==> config.mk <==
export PLATFORM = sky130hd
export DESIGN_NAME = mm2s_rd_arbiter
export DESIGN_NICKNAME = d
export VERILOG_FILES = /design/src/rtl/mm2s_rd_arbiter.sv
export SDC_FILE = /design/constraint.sdc
export NUM_CORES = 1
export LEC_CHECK = 0
export CORE_AREA = 2 2 150 152
export CTS_BUF_LIST = sky130_fd_sc_hd__clkbuf_16
export DETAILED_ROUTE_END_ITERATION = 6
export DIE_AREA = 0 0 152 154
export HOLD_SLACK_MARGIN = 0.03
export SYNTH_ARGS = -nofsm -noshare
export SYNTH_HDL_FRONTEND = slang
export SYNTH_SLANG_ARGS = --single-unit
==> constraint.sdc <==
create_clock -name clk -period 2.9 [get_ports clk]
set_input_delay 0.58 -clock clk [delete_from_list [all_inputs] [get_ports clk]]
set_output_delay 0.58 -clock clk [all_outputs]
set_load 0.005 [all_outputs]
==> src/rtl/mm2s_rd_arbiter.sv <==
// Round-robin arbiter sharing one fixed-latency RAM read port among N_REQ mm2s requesters.
// Bursts are locked to one owner; a tag pipe matched to RD_LAT routes each response back to its issuer.
module mm2s_rd_arbiter #(
  parameter int N_REQ     = 3,
  parameter int ADDR_W    = 28,
  parameter int DATA_W    = 128,
  parameter int RD_LAT    = 1,
  parameter int MAX_BURST = 16,
  localparam int OW = (N_REQ > 1) ? $clog2(N_REQ) : 1,
  localparam int CW = $clog2(MAX_BURST + 1)
) (
  input  logic                      clk,
  input  logic                      rst,
  input  logic [N_REQ-1:0]          req_valid,
  output logic [N_REQ-1:0]          req_ready,
  input  logic [N_REQ*ADDR_W-1:0]   req_addr,
  output logic [N_REQ-1:0]          rsp_valid,
  output logic [DATA_W-1:0]         rsp_data,
  output logic                      mem_ren,
  output logic [ADDR_W-1:0]         mem_addr,
  input  logic [DATA_W-1:0]         mem_data,
  output logic [OW-1:0]             owner,
  output logic                      busy
);

  typedef enum logic {IDLE, GRANT} state_t;

  state_t          state_q;
  logic [OW-1:0]   owner_q;
  logic [OW-1:0]   rr_ptr_q;
  logic [CW-1:0]   beat_cnt_q;
  logic [CW-1:0]   beat_cnt_d;
  logic [RD_LAT-1:0] tag_vld_q;
  logic [OW-1:0]   tag_own_q [RD_LAT];

  logic [ADDR_W-1:0] addr_arr [N_REQ];
  logic [OW-1:0]   pick;
  logic            pick_found;
  logic            own_valid;
  logic            fire;

  genvar gi;
  generate
    for (gi = 0; gi < N_REQ; gi++) begin : g_addr
      assign addr_arr[gi] = req_addr[gi*ADDR_W +: ADDR_W];
    end
  endgenerate

  // Walk rr_ptr+N .. rr_ptr+1 so the closest valid requester after rr_ptr is written last and wins.
  always_comb begin
    logic [OW-1:0] cand;
    pick       = '0;
    pick_found = 1'b0;
    cand       = '0;
    for (int k = N_REQ; k >= 1; k--) begin
      cand = OW'((int'(rr_ptr_q) + k) % N_REQ);
      if (req_valid[cand]) begin
        pick       = cand;
        pick_found = 1'b1;
      end
    end
  end

  assign own_valid  = req_valid[owner_q];
  assign fire       = (state_q == GRANT) && own_valid && !rst;
  assign beat_cnt_d = beat_cnt_q + CW'(1);

  always_comb begin
    req_ready = '0;
    if (fire) req_ready[owner_q] = 1'b1;
  end

  assign mem_ren  = fire;
  assign mem_addr = fire ? addr_arr[owner_q] : '0;

  always_comb begin
    rsp_valid = '0;
    if (tag_vld_q[RD_LAT-1] && !rst) rsp_valid[tag_own_q[RD_LAT-1]] = 1'b1;
  end

  assign rsp_data = mem_data;
  assign owner    = owner_q;
  assign busy     = !rst && ((state_q == GRANT) || (|tag_vld_q));

  always_ff @(posedge clk) begin
    if (rst) begin
      state_q    <= IDLE;
      owner_q    <= '0;
      beat_cnt_q <= '0;
      rr_ptr_q   <= OW'(N_REQ - 1);
    end else begin
      case (state_q)
        IDLE: begin
          if (pick_found) begin
            owner_q    <= pick;
            beat_cnt_q <= '0;
            state_q    <= GRANT;
          end
        end
        GRANT: begin
          if (!own_valid) begin
            state_q  <= IDLE;
            rr_ptr_q <= owner_q;
          end else begin
            beat_cnt_q <= beat_cnt_d;
            // The beat that reaches MAX_BURST is still issued this cycle.
            if (beat_cnt_d == CW'(MAX_BURST)) begin
              state_q  <= IDLE;
              rr_ptr_q <= owner_q;
            end
          end
        end
        default: state_q <= IDLE;
      endcase
    end
  end

  // Reset flushes the tag pipe so reads in flight at reset never produce a response.
  always_ff @(posedge clk) begin
    if (rst) begin
      tag_vld_q <= '0;
      for (int s = 0; s < RD_LAT; s++) tag_own_q[s] <= '0;
    end else begin
      tag_vld_q[0] <= fire;
      tag_own_q[0] <= owner_q;
      for (int s = 1; s < RD_LAT; s++) begin
        tag_vld_q[s] <= tag_vld_q[s-1];
        tag_own_q[s] <= tag_own_q[s-1];
      end
    end
  end

endmodule

Word-level counts from Yosys, hierarchy flattened
Memory sizes are Yosys's and may differ from the RTL's.
Cells that the tools add are included.
{"block": "op_classes", "n_addsub": 4, "n_div": 3, "order_cmp": 8, "n_eq_ne": 4, "muxes": 38, "n_bitwise": 2, "n_reduce_logical": 12}
{"cell": "remainder unit 32 x 3 -> 32 bit (second input constant)", "n": 3}
{"cell": "2-to-1 mux 28 bit", "n": 3}
{"cell": "binary-select mux 28 bit (select 2 bit)", "n": 1}
{"cell": "2-to-1 mux 1 bit", "n": 16}
{"cell": "< comparator 2 x 3 -> 1 bit (second input constant)", "n": 5}
{"cell": "2-to-1 mux 2 bit", "n": 6}
{"cell": "2-to-1 mux 5 bit", "n": 2}
{"cell": "one-hot mux 5 bit (2 select lines)", "n": 1}
{"cell": "binary-select mux 1 bit (select 2 bit)", "n": 4}
{"cell": "adder 2 x 2 -> 3 bit (second input constant)", "n": 2}
{"cell": "logical AND 1 bit", "n": 6}
{"cell": "2-to-1 mux 3 bit", "n": 2}
{"cell": "AND reduction 2 bit", "n": 3}
{"cell": "adder 5 x 1 -> 5 bit (second input constant)", "n": 1}
{"cell": "== test 5 bit (second input constant)", "n": 1}
{"cell": "demux 1 bit (select 2 bit)", "n": 2}
{"cell": "greater-or-equal comparator 2 x 1 -> 1 bit (second input constant)", "n": 2}
{"cell": "!= test 2 x 1 -> 1 bit (second input constant)", "n": 2}
{"cell": "adder 2 x 1 -> 3 bit (second input constant)", "n": 1}
{"cell": "greater-or-equal comparator 3 bit (second input constant)", "n": 1}
{"cell": "NOT 2 -> 3 bit", "n": 1}
{"cell": "!= test 2 bit (second input constant)", "n": 1}
{"cell": "one-hot mux 1 bit (2 select lines)", "n": 1}
{"cell": "OR reduction 2 bit", "n": 1}
{"cell": "other kinds (3)", "n": 3}
{"block": "totals", "ff_bits": 11, "mem_bits_rw": 2, "inputBits": 217, "output_inout_bits": 166, "elab_cells": 77, "memories": 1}
{"memory": "tag_own_q", "words": 1, "width": 2, "read_ports": 1, "rd_clocked_by_memory_dff": 0, "write_ports": 1, "line": "34", "source": "logic [OW-1:0] tag_own_q [RD_LAT];"}

Depth between registers and ports, before layout
Gate-level depths: netlist of the first run.
{"block": "logic_depth", "word_depth": 9, "mapped_depth": 7, "mapped_depth_nobuf": 6}

Worst setup path before layout of the first run
No wires, ideal clock.
{"block": "synth_path", "path_kind": "input-to-output", "startpoint": "input rst", "endpoint": "output mem_addr[10]", "arrival_time_ns": 1.830, "t_required_ns": 2.320, "slack_ns": 0.490, "path_stages": 6, "n_path_buf": 2, "cell_sequence": "clkbuf_1 or3b_2 nor3_2 buf_4 a22o_1 a21o_1"}
{"block": "synth_between", "elab_chain_cells": 3}
{"item": "from (decl)", "line": "13", "source": "input logic rst,"}
{"item": "zero test 1 bit", "line": "65", "source": "assign fire = (state_q == GRANT) && own_valid && !rst;"}
{"item": "logical AND 1 bit", "line": "65"}
{"item": "2-to-1 mux 28 bit", "line": "74", "source": "assign mem_addr = fire ? addr_arr[owner_q] : '0;"}
{"item": "to (decl)", "line": "20", "source": "output logic [ADDR_W-1:0] mem_addr,"}
Every way passes these cells.

Worst setup path after layout of the first run
{"block": "layout_path", "startpoint": "input req_valid[2]", "endpoint": "output mem_addr[18]"}
{"block": "layout_between", "elab_chain_cells": 5}
{"item": "from (decl)", "line": "14", "source": "input logic [N_REQ-1:0] req_valid,"}
{"item": "binary-select mux 1 bit (select 2 bit)", "line": "64", "source": "assign own_valid = req_valid[owner_q];"}
{"item": "2-to-1 mux 1 bit (not written as such)", "line": "64"}
{"item": "logical AND 1 bit (2 in series)", "line": "65"}
{"item": "2-to-1 mux 28 bit", "line": "74"}
Every way passes these cells. The select of a mux whose other input is x is not followed.

==> flow_summary.toml, run 1 <==
[timing]
clock.fmax_mhz = 352.7
rsz0062_at_grt = "no"
hold_viol = 0
tightest_slew_ns = 0.3886
maxSlewViolCount = 0
finalCritPeriodShare_pct = 97.77
slew_headroom_pct = 73.82
finalSetupTns_ns = 0
fin_crit_ns = 2.835
setup_viol = 0
finClkSkew_ns = 0.003789

[layout]
syn2layout_area_growth_pct = 40.33
finish.net_count = 568
fill_cells = 2492
diodes = 0
multi_input_area_um2 = 1122
final_area_um2 = 3396
regArea_um2 = 260.3
final_layout_size_suffix_gt1_share_pct = 13.54

[drt]
remaining_drc_errors = 0
vias = 2276
antenna_left = 0
drt-initial-drc-count = 82
wl_per_cell_um = 13.70
totalWireLength_um = 8589
via_per_inst = 3.630
dr.pass1.iters = 2

[synth]
synth-async-reset-ratio_pct = 0
avgSynthCellArea_um2 = 7.378
ys_ff_latch = 13
yosysWarnings = 0
synth_fa_ha_area_share_pct = 1.965
synth_compound_area_share_pct = 20.11
synthDistinctLibCells = 45
synthSimpleGateAreaFrac_pct = 16.03
synth_area_um2 = 2420
yosysSeqAreaShare_pct = 10.75
synth.area.mux_share_pct = 7.446
yosys.area_share.xor_xnor_pct = 0
synthCells = 328
synth_fp_nets = 548
synth_top_family_by_area = "buffers and inverters"
synth_enable_flop_cells = 0
synth_flop_cell = "dfxtp_1"

[run]
maxCapViolCount = 0

[worst_setup_path]
rr_startpoint = "rr_ptr_q[0]"
cp_common_cell = "clkdlybuf4s50_1"
cp-end-kind = "output port"
ff2ff_setup_slack_ns = 0.79
crit_path_max_incr_delay_ns = 0.50
worst_r2r_path_depth = 6
regToRegEndpoint = "owner[1]"
worstPathCellList = "clkdlybuf4s50_1 -> mux2i_2 -> o21ai_2 -> nand3_2 -> buf_12 -> nor2_1 -> clkdlybuf4s50_1"
cp_top_family = "buffers and inverters"
worstPathRequired_ns = 2.32
crit_arrival_ns = 2.26
start_kind = "input pin"
critPathSlowestCell = "clkdlybuf4s50_1"
crit_fanout = 17
cp_num_buf_inv = 3
critPathKind = "input pin to output port"

[die]
start_util_pct = 11.16
rows = 54
die-area_um2 = 23410
num_io_pins = 383
die_w_um = 152
core-area_um2 = 21690
dieHeight_um = 154

[run_status]
outcome = "completed"

[global_routing]
grt_pass1_wl_um = 12430
grt_max_degree = 22
grt_overflow_total = 0
grt.total_usage_pct = 6.812
antenna_found_initial = 1
grt_pass1_vias = 2252

[clock_network]
holdBufCountCts = 0
cts_buffer_depth = 2
insertion_delay_ns = 0.25
htreeDepth = 1
cts_buffers = 3
cts_root_buf = "clkbuf_16"
clkTransAtPathRegs_ns = 0.04
cts_tree = "yes"
cts_sinks = 13

[power]
cellPowerDensity_nw_per_um2 = 256.6
ir_drop_mv = 0.1677
leakagePower_nw = 1.576

[hold_path]
hold_path.class = "flip-flop to flip-flop"
min_from = "rr_ptr_q[0]"
worstHoldPathCells = 2
min_to = "rr_ptr_q[0]"

[placed_design]
placed_cell_area_um2 = 3189
place_congestion = 0.7564
dp_hpwl_um = 6949
numPortBuffers = 126
layer usage:
layer,track usage (%),share of wire (%)
met5,0,0
met4,5.563,8.6
met3,3.129,13
met2,12.25,48
met1,5.761,30
Yosys cell counts (all sizes together), types with 2 or more instances:
master / instances / area share [%]
nand2: 7 / 1.1
nor3: 3 / 0.83
nand3: 4 / 0.83
o211ai: 4 / 1.2
clkbuf: 7 / 1.1
o41ai: 2 / 1.0
dfxtp: 13 / 11
o2111ai: 2 / 0.72
o31ai: 3 / 0.93
nor2: 39 / 6.0
o21ai: 5 / 1.2
nor2b: 4 / 1.0
ha: 3 / 1.6
inv: 7 / 1.1
a21oi: 20 / 4.1
and3: 2 / 0.52
buf: 135 / 41
a21o: 14 / 4.4
nor4b: 2 / 0.72
nand2b: 3 / 0.78
a22o: 13 / 4.7
nor4bb: 3 / 1.2
mux2i: 18 / 7.4
kinds of logic (layout without fill, tap and decap cells):
kind of cell    after synthesis  after routing
buf+inv                     150            169
simple gates                 75             75
compound gates               68             68
mux                          18             18
flops                        13             13
fa+ha+maj                     4              4
timing repair:
action,4_1_cts,5_1_grt
gates resized for setup,26,10
gates cloned,1,0
setup buffers,10,2
setup endpoints to repair,31,14
pin swaps,3,2
worst max-delay path by stage:
stage | from | endpoint | slack [ns] | depth (start not counted)
2_1_floorplan | rst | mem_addr[10] | 0.49 | 6
3_3_place_gp | rst | mem_addr[26] | -0.26 | 7
3_5_place_dp | rst | mem_addr[26] | -0.25 | 7
4_1_cts | rst | mem_addr[3] | 0.002 | 9
5_1_grt | req_valid[2] | mem_addr[25] | 0.004 | 7
6_report | req_valid[2] | mem_addr[18] | 0.06 | 7
area by class of cell:
| type | instances | area share, % |
|---|---|---|
| clock buffers | 3 | 2.211 |
| clock inverters | 1 | 0.1105 |
| inverters | 8 | 0.8843 |
| multi-input cells | 165 | 33.05 |
| flip-flops and latches | 13 | 7.664 |
| well taps | 280 | 10.32 |
| repair buffers | 157 | 45.76 |
tightest hold or removal path, delay by kind of cell, from the launching register on:
kind	cells	cell delay, ns
and+or+nand+nor	1	0.06
DFF	1	0.32
muxes	1	0.05
registers in the layout, indices dropped and copies added, names as in the netlist:
signal / count
beat_cnt_q: 5
owner: 2
rr_ptr_q: 2
tag_own_q: 2
state_q: 1
tag_vld_q: 1
report_power, final:
part	internal, mW	switching [mW]	total, mW
Clock	0.182	0.0794	0.262
Combinational	0.249	0.163	0.412
Sequential	0.190	0.00813	0.198
Total	0.621	0.250	0.871
per-stage QoR:
step	std cells	util (%)	hold WS (ns)	total power [mW]	worst slack, ns
finish	627	15.66	0.4811	0.8713	0.06458
global route	627	15.66	0.4986	0.9315	0.004367
CTS	625	15.47	0.4813	0.8840	0.002033
detailed placement	610	14.71	0.4751	0.6003	-0.2474
global placement	610	14.71	0.4727	0.5984	-0.2617
floorplan	328	-	0.4521	0.5026	0.4896
cell usage in the layout, fill, tap and decap left out, types with 7 or more instances in the layout:
| cell | Yosys | layout |
|---|---|---|
| buf_4 | 130 | 25 |
| a22o_1 | 13 | 13 |
| mux2i_1 | 18 | 17 |
| inv_1 | 7 | 8 |
| nand2_1 | 7 | 7 |
| a21o_1 | 13 | 13 |
| clkdlybuf4s50_1 | 0 | 98 |
| dlygate4sd2_1 | 0 | 18 |
| dlymetal6s2s_1 | 0 | 10 |
| dfxtp_1 | 13 | 13 |
| a21oi_1 | 20 | 20 |
| nor2_1 | 39 | 38 |
No activity file was read; power rests on OpenSTA's default activity.
==> inputs of run 2 (changes only) <==
--- a/config.mk
+++ b/config.mk
@@ -5,8 +5,8 @@
 export SDC_FILE = /design/constraint.sdc
 export NUM_CORES = 1
 export LEC_CHECK = 0
+export ABC_CLOCK_PERIOD_IN_PS = 2840
 export CORE_AREA = 2 2 150 152
-export CTS_BUF_LIST = sky130_fd_sc_hd__clkbuf_16
 export DETAILED_ROUTE_END_ITERATION = 6
 export DIE_AREA = 0 0 152 154
 export HOLD_SLACK_MARGIN = 0.03
==> constraint.sdc (replaced) <==
create_clock -name clk -period 2.84 [get_ports clk]
set_input_delay 0.568 -clock clk [delete_from_list [all_inputs] [get_ports clk]]
set_output_delay 0.568 -clock clk [all_outputs]
set_load 0.005 [all_outputs]
==> run 2 against run 1 <==
  * Utilization fell by 0.27 points
  * Final area decreased by 1.7%
  * Critical path depth did not move
  * Combinational power is 1% lower
  * Critical endpoint is now mem_ren
  * Highest routed layer unchanged
==> flow_summary.toml, run 2 (synthesis results as in run 1) <==
[layout]
final_layout_size_suffix_gt1_share_pct = 13.12
largest_reg_flops = 5
diodes = 0
finalNonFillerCells = 623
finish.net_count = 564
final_common_cell = "clkdlybuf4s50_1"
multi_input_area_um2 = 1127
regArea_um2 = 260.3
fill_cells = 2520
syn2layout_area_growth_pct = 37.90
final_cell_mix = "clkdlybuf4s50_1, nor2_1, buf_4, dlygate4sd2_1, a21oi_1"
regMostFlops = "beat_cnt_q"
postLayoutCoreUtil_pct = 15.39

[global_routing]
grt_pass1_vias = 2286
antenna_found_initial = 0
grt.total_usage_pct = 6.829
grt_pass1_wl_um = 12470
grt_max_degree = 22
grt_overflow_total = 0

[worst_setup_path]
worstPathCellList = "clkdlybuf4s50_1 -> nand3b_1 -> o21ai_2 -> nand3_2 -> buf_12 -> inv_1 -> clkdlybuf4s50_1"
crit_fanout = 17
critPathSlowestCell = "clkdlybuf4s50_1"
cp-end-kind = "output port"
crit_path_max_incr_delay_ns = 0.49
crit_arrival_ns = 2.13
worstPathRequired_ns = 2.27
cp_top_family = "buffers and inverters"
start_kind = "input pin"
cp_common_cell = "clkdlybuf4s50_1"
cp.depth = 7
critPathKind = "input pin to output port"
cp_num_buf_inv = 4
worst_r2r_path_depth = 6

[die]
rows = 54
die-area_um2 = 23410
start_util_pct = 11.16
dieHeight_um = 154
num_io_pins = 383
core-area_um2 = 21690
die_w_um = 152

[drt]
via_per_inst = 3.648
antenna_left = 0
dr.pass1.iters = 4
totalWireLength_um = 8610
drt-initial-drc-count = 101
wl_per_cell_um = 13.82
remaining_drc_errors = 0
vias = 2273

[clock_network]
htreeDepth = 1
cts_root_buf = "clkbuf_16"
cts_tree = "yes"
cts_buffer_depth = 2
holdBufCountCts = 0
clkTransAtPathRegs_ns = 0.04
insertion_delay_ns = 0.24
cts_sinks = 13
cts_buffers = 3

[power]
ir_drop_mv = 0.1784
cellPowerDensity_nw_per_um2 = 263.5
leakagePower_nw = 1.522

[timing]
fin_hold_ws_ns = 0.4819
maxSlewViolCount = 0
setup_viol = 0
rsz0062_at_grt = "no"
clock.fmax_mhz = 370.6
finalCritPeriodShare_pct = 95.02
fin_crit_ns = 2.699
tightest_slew_ns = 0.4067
finClkSkew_ns = 0.0006900
hold_viol = 0
slew_headroom_pct = 72.60

[hold_path]
hold_path.class = "flip-flop to flip-flop"
worstHoldPathCells = 2

[run]
maxCapViolCount = 0

[placed_design]
dpl.cell_count = 611
place_congestion = 0.7516
dp_hpwl_um = 7011
numPortBuffers = 126

[run_status]
outcome = "completed"
-- run 2: changes by cell type in the layout (fill, tap and decap cells not counted), sizes merged --
cell and change:
buf -4, clkbuf +1, clkdlybuf4s15 +2, clkdlybuf4s50 -4, dlygate4sd2 +4, dlymetal6s2s -2, inv -1
-- run 2: layout make-up --
type                    instances  share of cell area (%)
clock buffers                   4                   2.362
flip-flops and latches         13                   7.799
multi-input cells             165                   33.78
repair buffers                153                   44.66
well taps                     280                   10.50
inverters                       8                  0.8999
-- run 2: worst paths after layout --
check,start,to,slack [ns]
worst max-delay path,req_valid[1],mem_ren,0.14
worst min-delay path,rr_ptr_q[0],rr_ptr_q[0],0.48
worst max register to register,rr_ptr_q[0],owner[1],0.77
worst min register to register,rr_ptr_q[0],rr_ptr_q[0],0.48
-- run 2: what timing repair did --
item,4_1_cts,5_1_grt
endpoints found under the hold margin,0,0
endpoints found under the setup margin,31,21
cloned,1,0
gates resized for setup,35,9
pin swaps,3,3
setup buffers,7,0
-- run 2: per-layer routing --
layer,GRT usage (%),up-vias,share of wire [%]
met1,5.912,989,31
li1,-,1021,-
met3,3.269,65,13
met2,12.14,198,47
met4,5.296,0,8.2
met5,0,-,0
-- run 2: worst register-to-register path, cell delays in order, from the launching register on --
cell,delay [ns]
dfxtp_1,0.35
inv_1,0.05
ha_1,0.28
nor4bb_1,0.16
or4_4,0.53
or2_4,0.27
o41ai_2,0.32
-- run 2: per-stage QoR --
stage / power, mW / setup WS [ns] / setup TNS [ns] / cell area [um2]
finish: 0.8794 / 0.1414 / 0 / 3337
floorplan: 0.5133 / 0.4536 / 0 / 2420
CTS: 0.8909 / -0.03471 / -0.03471 / 3316
global route: 0.9335 / 0.02395 / 0 / 3337
global placement: 0.6054 / -0.2983 / -4.275 / 3172
detailed placement: 0.6075 / -0.3177 / -4.703 / 3172
-- run 2: power breakdown --
| part | internal [mW] | total, mW | switching, mW |
|---|---|---|---|
| Sequential | 0.194 | 0.202 | 0.00817 |
| Combinational | 0.241 | 0.408 | 0.167 |
| Clock | 0.190 | 0.269 | 0.0797 |
